[src/rtl/button_debouncer.sv]
// Multi-channel debouncer with rising/falling edge pulses.
// Shared sample tick gates per-channel saturating counters.
`timescale 1ns/100ps
module button_debouncer #(
  parameter int WIDTH          = 1,
  parameter int SAMPLE_CNT_MAX = 62500,
  parameter int PULSE_CNT_MAX  = 200
) (
  input  logic             clk,
  input  logic             rst_n,
  input  logic [WIDTH-1:0] glitchy_signal,
  output logic [WIDTH-1:0] debounced_signal,
  output logic [WIDTH-1:0] rise_pulse,
  output logic [WIDTH-1:0] fall_pulse
);

  localparam int SW = $clog2(SAMPLE_CNT_MAX);
  localparam int PW = $clog2(PULSE_CNT_MAX + 1);
  localparam logic [SW-1:0] SLAST = SW'(SAMPLE_CNT_MAX - 1);
  localparam logic [PW-1:0] PMAX  = PW'(PULSE_CNT_MAX);

  logic [SW-1:0]    r_sample_cnt;
  logic             w_tick;
  logic [PW-1:0]    r_sat_cnt [WIDTH];
  logic [WIDTH-1:0] r_deb_q;

  assign w_tick = (r_sample_cnt == SLAST);

  always_ff @(posedge clk or negedge rst_n) begin
    if (!rst_n) begin
      r_sample_cnt <= '0;
    end else if (w_tick) begin
      r_sample_cnt <= '0;
    end else begin
      r_sample_cnt <= r_sample_cnt + SW'(1);
    end
  end

  for (genvar g = 0; g < WIDTH; g++) begin : g_ch
    // A single low sample clears the count, whether or not it is a tick.
    always_ff @(posedge clk or negedge rst_n) begin
      if (!rst_n) begin
        r_sat_cnt[g] <= '0;
      end else if (!glitchy_signal[g]) begin
        r_sat_cnt[g] <= '0;
      end else if (w_tick && (r_sat_cnt[g] < PMAX)) begin
        r_sat_cnt[g] <= r_sat_cnt[g] + PW'(1);
      end
    end

    assign debounced_signal[g] = (r_sat_cnt[g] == PMAX);
  end

  always_ff @(posedge clk or negedge rst_n) begin
    if (!rst_n) begin
      r_deb_q <= '0;
    end else begin
      r_deb_q <= debounced_signal;
    end
  end

  assign rise_pulse = debounced_signal & ~r_deb_q;
  assign fall_pulse = ~debounced_signal & r_deb_q;

endmodule
[config.mk]
export PLATFORM = sky130hd
export DESIGN_NAME = button_debouncer
export DESIGN_NICKNAME = d
export VERILOG_FILES = /design/src/rtl/button_debouncer.sv
export SDC_FILE = /design/constraint.sdc
export NUM_CORES = 1
export LEC_CHECK = 0
export CAP_MARGIN = 20
export CORE_MARGIN = 1
export CORE_UTILIZATION = 42
export CTS_BUF_LIST = sky130_fd_sc_hd__clkbuf_4 sky130_fd_sc_hd__clkbuf_8
export CTS_CLUSTER_DIAMETER = 60
export DETAILED_ROUTE_END_ITERATION = 8
export PLACE_DENSITY = 0.71
export SETUP_SLACK_MARGIN = 0.5
export SYNTH_ARGS = -nofsm -noshare
export SYNTH_HDL_FRONTEND = slang
export SYNTH_SLANG_ARGS = --single-unit
[constraint.sdc]
create_clock -name clk -period 2.2 [get_ports clk]
set_input_delay 0.55 -clock clk [delete_from_list [all_inputs] [get_ports clk]]
set_output_delay 0.55 -clock clk [all_outputs]
set_load 0.03 [all_outputs]
Word-level counts from Yosys, hierarchy flattened
Index checks and enable logic that the tools add are counted.

cells by class
  add/subtract/negate cells = 2
  order comparisons = 1
  equality and inequality tests = 3
  multiplexer cells = 3
  bitwise gates (word level) = 4
  reductions and logical operators = 1

operators by type and width
  cell                                                                      count
  16-bit by 1-bit adder with 16-bit output (second input constant)          1
  16-bit equality test (second input constant)                              1
  16-bit 2-to-1 mux                                                         1
  8-bit 2-to-1 mux                                                          2
  8-bit by 1-bit adder with 8-bit output (second input constant)            1
  8-bit equality test (second input constant)                               1
  8-bit < comparator (second input constant)                                1
  1-bit bitwise AND                                                         2
  2-bit by 1-bit inequality test with 1-bit output (second input constant)  1
  1-bit NOT                                                                 2
  1-bit logical AND                                                         1

word-level totals
  bits in registers = 25
  bits of input ports = 3
  output and inout bits = 3
  word-level logic and storage cells = 17

Longest topological paths before layout
Gate-level depths: netlist of run 1.

  word-level depth = 4
  gate-level depth with buffers = 6
  gate-level depth less buffers = 5

Worst setup path before layout of run 1
OpenSTA, ideal clock, no wires.

  path type = register to register
  start = register r_sample_cnt[0]
  end = register r_sat_cnt[5] in the netlist's numbering
  setup time = 0.077 ns
  arrival = 2.222 ns
  required time = 2.123 ns
  path slack = -0.099 ns
  cell stages (with the launch flop) = 7
  path buffers = 1
  period minus slack after synthesis = 2.299 ns
  cell sequence = dfrtp_1 -> ha_1 -> or4bb_1 -> or4_4 -> buf_6 -> or4_1 -> a21oi_1

between the ends
  longest elaborated chain between the ends = 3

RTL lines
  element                                                            line  source
  start: declaration                                                 22    logic [SW-1:0] r_sample_cnt;
  start signal: assignment                                           35    r_sample_cnt <= r_sample_cnt + SW'(1);
  16-bit equality test                                               27    assign w_tick = (r_sample_cnt == SLAST);
  1-bit logical AND                                                  46    end else if (w_tick && (r_sat_cnt[g] < PMAX)) begin
  2-bit by 1-bit inequality test with 1-bit output (no source line)  -
  end signal: indexed assignment                                     47    r_sat_cnt[g] <= r_sat_cnt[g] + PW'(1);
  end: declaration                                                   24    logic [PW-1:0] r_sat_cnt [WIDTH];

Every way passes these cells.
A chain may end at the register's enable or synchronous reset.

Worst setup path in the final report of run 1
  start = register r_sat_cnt[1] in the netlist's numbering
  end = output port rise_pulse

between the ends
  longest elaborated chain between the ends = 2

RTL lines
  element              line  source
  8-bit equality test  51    assign debounced_signal[g] = (r_sat_cnt[g] == PMAX);
  1-bit bitwise AND    62    assign rise_pulse = debounced_signal & ~r_deb_q;
  end: declaration     13    output logic [WIDTH-1:0] rise_pulse,

Every way passes these cells.

==> results of run 1 <==
[state kept, by name, summed over array words and instances (netlist names)]
register / cells
r_sample_cnt: 16
r_deb_q: 1
r_sat_cnt: 8
[power by group]
group,internal [mW],switching (mW),leakage (nW)
registers,0.460,0.000000000000000202,0.335
clock network,0.0835,0.145,0.0184
logic,0.00482,0.0129,0.422
[layer usage]
layer  vias up  routed length (um)  track usage (%)
met4         0                 144             12.9
met3        16                 125             2.27
li1        549                   -                -
met5         -                   0                0
met2        44                1560             34.5
met1       571                1390             26.9
[synth_stat cells (all sizes together) (4+ instances only)]
cell type,count,area (sq um)
inv,4,15.0
nand4,5,31.3
nand3,12,60.1
nor4,6,37.5
or4,6,48.8
dfrtp,25,626
a21oi,6,30.0
xnor2,9,78.8
nand2,11,41.3
nor2,10,37.5
[path summary, 6_finish.rpt]
kind / slack (ns) / to / startpoint
worst max-delay path: -0.17 / rise_pulse / r_sat_cnt[1]
worst min-delay path: 0.56 / r_sample_cnt[3] / r_sample_cnt[3]
worst max register to register: -0.04 / r_sat_cnt[5] / r_sample_cnt[1]
worst min register to register: 0.56 / r_sample_cnt[3] / r_sample_cnt[3]
max in group asynchronous: 1.39 / r_sample_cnt[4] / rst_n
min in group asynchronous: 0.57 / r_sample_cnt[12] / rst_n
[stage by stage]
stage	utilization, %	setup slack, ns	power, mW
2_1_floorplan	-	-0.0297	0.470
3_3_place_gp	55.6	-0.143	0.485
3_5_place_dp	55.6	-0.195	0.486
4_1_cts	60.7	-0.131	0.710
5_1_grt	63.9	-0.231	0.728
6_report	63.9	-0.173	0.706
[area by class of cell]
| type | instances | area, sq um |
|---|---|---|
| multi-input cells | 97 | 774 |
| inverters | 4 | 15.0 |
| clock buffers | 4 | 30.0 |
| well taps | 31 | 38.8 |
| fillers | 222 | 1010 |
| repair buffers | 37 | 309 |
| flip-flops and latches | 25 | 626 |
[logic make-up after synthesis]
family                   count (synthesis)  share of synthesized area (%)
flip-flops                              25                           49.1
multiplexers                             2                           1.57
adder cells (fa/ha/maj)                  3                           2.94
AND/OR/NAND/NOR                         64                           27.9
AO/OA/AOI/OAI                           15                           7.56
XOR/XNOR                                12                           8.24
buffers and inverters                    7                           2.75
[timing repair]
action	4_1_cts	5_1_grt
buffers inserted	4	2
hold buffers	0	0
pin swaps	3	1
gates resized for setup	25	18
endpoints found under the setup margin	17	18
gates cloned	1	0
[worst max-delay path, delay by kind of cell (launching register included)]
family	cells	cell delay, ns
AND/OR/NAND/NOR	3	0.59
flip-flops	1	0.42
buffers and inverters	3	0.36
adder cells (fa/ha/maj)	1	0.12
==> results.json, run 1 <==
{
  "final_layout_size_suffix_gt1_share_pct": 43.7,
  "layout.cell_area.non_filler_sq_um": 1790,
  "clock_sinks": 25,
  "max-slew-margin-rel_pct": 66.7,
  "crit_chain": "inv_2 -> ha_4 -> nand3b_1 -> or4_4 -> buf_6 -> nor2_4 -> buf_6",
  "synth.yosys.seq_area_share_pct": 49.1,
  "worst-endpoint-required_ns": 1.65,
  "vias_in_the_first_global_route": 1150,
  "synthesis.yosys.warnings": 0,
  "min_delay_path_depth": 1,
  "timing_worst_slew_pin_value_ns": 0.495,
  "layout_min_cycle_time_ns": 2.37,
  "stdcell_count": 198,
  "syn_area_sq_um": 1270,
  "crit_path_end_kind": "output port",
  "fp.dieW_um": 57.1,
  "first_iter_violations": 26,
  "final_net_count": 174,
  "num_rows": 19,
  "synth.distinct_cells": 33,
  "hold-worst-slack_ns": 0.561,
  "commonest_non_fill_non_tap_cells_in_the_layout": "28 x sky130_fd_sc_hd__buf_4, 25 x sky130_fd_sc_hd__dfrtp_1, 10 x sky130_fd_sc_hd__nand3_1, 10 x sky130_fd_sc_hd__nand2_1, 9 x sky130_fd_sc_hd__xnor2_1",
  "leakagePower_nw": 0.775,
  "clock_tree.buffer_depth": 2,
  "fp.coreArea_sq_um": 2810,
  "violated_checks": "DRC, setup timing",
  "grt_antenna_before_repair": 0,
  "yosys_most_used_dff": "sky130_fd_sc_hd__dfrtp_1",
  "drt_pre_antenna_iters": 6,
  "placed_instances": 187,
  "finalSetupViolations": 8,
  "clock_transition_at_the_registers_of_the_reported_paths_ns": 0.13,
  "post_drt_wl_per_cell_um": 16.3,
  "yosys_register_bits": 25,
  "tritoncts_buffers": 3,
  "clkLatencyLatePin_ns": 0.33,
  "detailed_place_hpwl_mm": 1.92,
  "critPathKind": "reg -> out",
  "ff2ff_path_depth": 6,
  "boundaryPins": 6,
  "grt_max_degree": 26,
  "synthToLayoutAreaGrowth_pct": 40.6,
  "achievable-frequency_mhz": 421,
  "syn_area_per_cell_sq_um": 9.96,
  "cap_violations": 0,
  "global_route_wire_length_before_repair_mm": 5.20,
  "report.final.slew_viol_count": 0,
  "buffer_ports.inserted": 5,
  "crit_path_max_delay_cell_type": "sky130_fd_sc_hd__or4_4",
  "cts_root_buffer": "sky130_fd_sc_hd__clkbuf_4",
  "hold_violations": 0,
  "drc": 2,
  "setup_total_negative_slack_ns": -0.566,
  "hp-class": "reg -> reg",
  "commonest_non_fill_non_tap_cell_in_the_layout": "sky130_fd_sc_hd__buf_4",
  "route.antenna.remaining_nets": 0,
  "antenna_cells": 0,
  "synthesis.nets": 134,
  "grt_setup_unrepaired": "true",
  "run_status": "complete, but fails checks",
  "detailroute.via_count": 1180,
  "setup_slack_ns": -0.173,
  "placed_area_sq_um": 1560,
  "globalRouteTotalUtil_pct": 21.1,
  "synthArstFlopShare_pct": 100,
  "cp_max_fo": 2,
  "critical_path.startpoint_type": "flip-flop",
  "worst_ep_arrival_time_ns": 1.82,
  "die_y_um": 57.1,
  "count_of_flip_flops_with_a_built_in_enable_after_synthesis": 0,
  "worst_clock_skew_ns": 0.00565,
  "worst_path_most_repeated_cell": "sky130_fd_sc_hd__buf_6",
  "initial_core_util_pct": 45.5,
  "routabilityCongestion": 0.844,
  "grt_overflow": 0,
  "dieArea_sq_um": 3260,
  "post-route-period-util_pct": 108,
  "clock_tree.htree_level_count": 1,
  "cts_tree": "yes",
  "synthesis.instances": 128,
  "worst_path_largest_cell_delay_ns": 0.44,
  "vias_per_cell": 5.96,
  "vdd.ir_drop.worst_mv": 0.287,
  "p_per_area_nw_per_um2": 394,
  "routed_wirelength_mm": 3.22
}
No activity file was read; power rests on OpenSTA's default activity.
==> run 2, diff against run 1 <==
CTS_CLUSTER_SIZE = 10   (was unset)
==> results of run 2 <==
Final layout, timing and power as in run 1 (identical DEF).
